`src/rtl/module_control_decodificador.sv`:
```
// Hamming(7,4) receive-path controller: accepts one coded word,
// computes the syndrome, corrects one bit, delivers the nibble.
module module_control_decodificador #(
  parameter int ANCHO_CUENTA = 8
) (
  input  logic                    clk,
  input  logic                    rst,
  input  logic                    in_valid,
  output logic                    in_ready,
  input  logic [6:0]              datos_cod,
  input  logic                    habilitar_correccion,
  output logic                    out_valid,
  input  logic                    out_ready,
  output logic [3:0]              datos_out,
  output logic [2:0]              sindrome,
  output logic                    error_detectado,
  output logic [ANCHO_CUENTA-1:0] cuenta_errores
);

  typedef enum logic [1:0] {
    ESPERA,
    SINDROME,
    CORRIGE,
    ENTREGA
  } estado_t;

  localparam logic [ANCHO_CUENTA-1:0] CUENTA_MAX = '1;

  estado_t                 estado_q, estado_d;
  logic [6:0]              palabra_q, palabra_d;
  logic                    corr_q, corr_d;
  logic [2:0]              sind_int_q, sind_int_d;
  logic [2:0]              sindrome_q, sindrome_d;
  logic [3:0]              datos_q, datos_d;
  logic                    err_q, err_d;
  logic [ANCHO_CUENTA-1:0] cuenta_q, cuenta_d;

  logic [2:0] sind_calc;
  logic [6:0] mascara;
  logic [6:0] palabra_corr;

  // Syndrome of the captured word; bit k is Hamming position k+1.
  always_comb begin
    sind_calc    = 3'b000;
    sind_calc[0] = palabra_q[0] ^ palabra_q[2]
                 ^ palabra_q[4] ^ palabra_q[6];
    sind_calc[1] = palabra_q[1] ^ palabra_q[2]
                 ^ palabra_q[5] ^ palabra_q[6];
    sind_calc[2] = palabra_q[3] ^ palabra_q[4]
                 ^ palabra_q[5] ^ palabra_q[6];
  end

  // Flip mask: syndrome S names bit S-1, only when correction is on.
  always_comb begin
    mascara = 7'b0000000;
    if (corr_q && (sind_int_q != 3'b000)) begin
      mascara = 7'b0000001 << (sind_int_q - 3'd1);
    end
    palabra_corr = palabra_q ^ mascara;
  end

  // Next-state and datapath-load logic of the sequencing FSM.
  always_comb begin
    estado_d   = estado_q;
    palabra_d  = palabra_q;
    corr_d     = corr_q;
    sind_int_d = sind_int_q;
    sindrome_d = sindrome_q;
    datos_d    = datos_q;
    err_d      = err_q;
    cuenta_d   = cuenta_q;
    unique case (estado_q)
      ESPERA: begin
        if (in_valid) begin
          palabra_d = datos_cod;
          corr_d    = habilitar_correccion;
          estado_d  = SINDROME;
        end
      end
      SINDROME: begin
        sind_int_d = sind_calc;
        estado_d   = CORRIGE;
      end
      CORRIGE: begin
        sindrome_d = sind_int_q;
        datos_d    = {palabra_corr[6], palabra_corr[5],
                      palabra_corr[4], palabra_corr[2]};
        err_d      = (sind_int_q != 3'b000);
        if ((sind_int_q != 3'b000) && (cuenta_q != CUENTA_MAX)) begin
          cuenta_d = cuenta_q + ANCHO_CUENTA'(1);
        end
        estado_d = ENTREGA;
      end
      ENTREGA: begin
        if (out_ready) begin
          estado_d = ESPERA;
        end
      end
      default: estado_d = ESPERA;
    endcase
  end

  // State and datapath registers with synchronous reset.
  always_ff @(posedge clk) begin
    if (rst) begin
      estado_q   <= ESPERA;
      palabra_q  <= '0;
      corr_q     <= 1'b0;
      sind_int_q <= '0;
      sindrome_q <= '0;
      datos_q    <= '0;
      err_q      <= 1'b0;
      cuenta_q   <= '0;
    end else begin
      estado_q   <= estado_d;
      palabra_q  <= palabra_d;
      corr_q     <= corr_d;
      sind_int_q <= sind_int_d;
      sindrome_q <= sindrome_d;
      datos_q    <= datos_d;
      err_q      <= err_d;
      cuenta_q   <= cuenta_d;
    end
  end

  assign in_ready        = (estado_q == ESPERA) && !rst;
  assign out_valid       = (estado_q == ENTREGA);
  assign datos_out       = datos_q;
  assign sindrome        = sindrome_q;
  assign error_detectado = err_q;
  assign cuenta_errores  = cuenta_q;

endmodule

```
`config.mk`:
```
export PLATFORM = sky130hd
export DESIGN_NAME = module_control_decodificador
export DESIGN_NICKNAME = d
export VERILOG_FILES = /design/src/rtl/module_control_decodificador.sv
export SDC_FILE = /design/constraint.sdc
export NUM_CORES = 1
export LEC_CHECK = 0
export ABC_AREA = 1
export CORE_UTILIZATION = 54
export CTS_BUF_LIST = sky130_fd_sc_hd__clkbuf_16
export DETAILED_ROUTE_END_ITERATION = 7
export PLACE_DENSITY = 0.88
export SETUP_SLACK_MARGIN = 0.05
export SLEW_MARGIN = 0
export SYNTH_ARGS = -nofsm -noshare
export SYNTH_HDL_FRONTEND = slang
export SYNTH_SLANG_ARGS = --single-unit
```
`constraint.sdc`:
```
create_clock -name clk -period 3.4 [get_ports clk]
set_input_delay 0.51 -clock clk [delete_from_list [all_inputs] [get_ports clk]]
set_output_delay 0.51 -clock clk [all_outputs]
set_load 0.005 [all_outputs]
```
==> results.ini <==
[status]
status=finished, final reports clean

[critical_path]
crit_required_ns=2.89
r2r-start=estado_q[0]
reg2reg_depth=8
cpMaxStageDelayCell=clkdlybuf4s50_1
cpMostUsedCell=clkdlybuf4s50_1
r2r_slack_ns=1.65
crit_type=primary input to output pin
critPathCaptureType=output pin
cp.buffers_inverters=3
critical-path-max-stage-delay_ns=0.50
cp-start-kind=primary input
r2r-end=cuenta_errores[4]
worstPathArrival_ns=1.70
cp_top_family=buffers and inverters
path_cells=clkdlybuf4s50_1 -> buf_4 -> nor2_1 -> clkdlybuf4s50_1
crit_fanout=13

[hold_path]
whs_path_depth=2
holdPathEnd=sindrome[1]
min_path_type=flip-flop to flip-flop
hold_start=sindrome[1]

[job]
max_cap_viol_count=0

[power]
pwr-share-comb=0.346
vdd_drop_max_uv=564.2
power.switching_w=0.0004860
swShare=0.3442
p_leak_nw=0.8044
seqPwrFrac=0.377
p_int_w=0.0009260
powerDensity_nw_per_um2=742.5
p_clk_frac=0.277

[timing]
finalHoldViolations=0
slew_headroom=0.6299
slew_viol_final=0
finalSetupTns_ns=0
setup_viol=0
worst_pin_slew_ns=0.5551
grt_setup_unrepaired=no
fin_crit_ns=2.212
fin_crit_sh=0.6505
fmax_ghz=0.4521
finalClockSkew_ns=0.002907

[logic_synthesis]
synth_top_cell_by_area=dfxtp_1
yosysWarnings=0
ys_top_cells_by_area=dfxtp_1 40%, nor2_1 12%, nand2_1 9.1%
yosysTopAreaCellShare=0.4003
async_flop_share=0
yosysMostFrequentCell=nor2_1
seq_area_frac_synth=0.4003
syn-instance-count=205
syn_area_per_cell_um2=7.074
synth_edf_count=0
synth_cell_types=22
syn_nets=223
synth_commonest_cells=47 x nor2_1, 35 x nand2_1, 29 x dfxtp_1
netlist_area_um2=1450
ys_seq_elements=29
ys.flop_type=dfxtp_1

[cts]
cts_resized=0
cts-buffers-inserted=5
htree_levels=2
cts_hold_buf=0
post_cts_buffers=0
clk_pin_slew_worst_paths_ns=0.05
cts.sinks=29
ctsRootBufferMaster=clkbuf_16
clock_path_buffers=2
worstSkewPairLatency_ns=0.27
cts_tree=yes

[global_routing]
grt_pass1_wl_um=4850
grt_pass1_vias=1117
grt_max_degree=19
grt_overflow=0
antenna_found_initial=0
track_usage=0.2429

[cells_and_area]
layout-drive-gt1-share=0.06303
fillers=189
finalNetCount=256
post-route-util=0.7608
antenna_cells=0
regArea_um2=580.6
multi_input_area_um2=767.0
fin_cells=268
area_growth_pct=31.15

[die]
num_io_pins=30
die_w_um=53.82
core_um2=2500
dieHeight_um=53.82
start_util=0.5801
die-area_um2=2897
row_count=18

[route]
ant_nets=0
wire_per_inst_um=11.30
drc=0
drtPass1Iterations=4
drt_iter0_drc=31
vias_per_cell=5.123
drt-total-wl_um=3029
vias=1373

[placement]
gp_congestion=0.7987
hpwlAfterDp_um=2018
placed_cells=261
place.port_buffers=29

power by group through the flow:
stage	Sequential (W)	Clock, W	Combinational [W]
after floorplan	0.000522	0	0.000315
after global placement	0.000530	0	0.000464
after detailed placement	0.000534	0	0.000481
after CTS	0.000532	0.000398	0.000488
after global routing	0.000549	0.000414	0.000560
final	0.000533	0.000391	0.000488
layer usage:
metal  global-route usage  up-vias  share of wire
met5                    0        -              0
met4               0.1009        0          0.015
met3              0.09322        4          0.051
met2               0.3971       49           0.49
met1               0.2808      612           0.45
li1                     -      708              -
tightest hold or removal path: stages (launching register included):
cell and delay, ns:
dfxtp_1 0.30, nand2_1 0.07, a21oi_1 0.05
worst max-delay path by stage:
| stage | start | endpoint | slack [ns] | depth (start not counted) |
|---|---|---|---|---|
| finish | rst | in_ready | 1.19 | 4 |
| global route | rst | in_ready | 1.15 | 4 |
| CTS | rst | in_ready | 1.18 | 4 |
| detailed placement | rst | in_ready | 1.20 | 4 |
| global placement | rst | in_ready | 1.19 | 4 |
| floorplan | rst | in_ready | 2.04 | 2 |
cells in the final DEF (no fill, tap or decap), types with 5 or more instances in the layout:
cell and n:
a21oi_1 11, clkdlybuf4s50_1 29, nand2_1 35, nor2_1 47
clkbuf_16 5, xor2_1 8, o21ai_0 19, inv_1 23
dfxtp_1 29, nand3_1 7, ha_1 6
flip-flops by register name, summed over array words and instances (netlist names):
register         cells
error_detectado      1
cuenta_errores       8
datos_out            4
sind_int_q           3
sindrome             3
corr_q               1
palabra_q            7
estado_q             2
layout make-up:
cell class / instances / share of cell area
clock inverter: 2 / 0.003947
tap: 30 / 0.01974
inverter: 23 / 0.04539
clock buffer: 5 / 0.06579
multi-input combinational: 149 / 0.4033
timing repair buffer: 30 / 0.1566
sequential: 29 / 0.3053
stage by stage:
step                      setup WS [ns]  cell area (µm²)  hold slack [ns]  power (W)
after floorplan                   2.038             1450           0.4556  0.0008372
after global placement            1.192             1769           0.4567  0.0009940
after detailed placement          1.197             1769           0.4625   0.001015
after CTS                         1.180             1902           0.4687   0.001418
after global routing              1.145             1902           0.4770   0.001523
final                             1.188             1902           0.4716   0.001412
cell families (layout without fill, tap and decap cells):
kind of cell,Yosys count,in the layout,synth area share
fa+ha+maj,6,6,0.05177
compound gates,32,32,0.1139
flops,29,29,0.4003
simple gates,100,100,0.2968
buf+inv,27,60,0.07074
xor+xnor,11,11,0.06644
No activity file was read; power rests on OpenSTA's default activity.
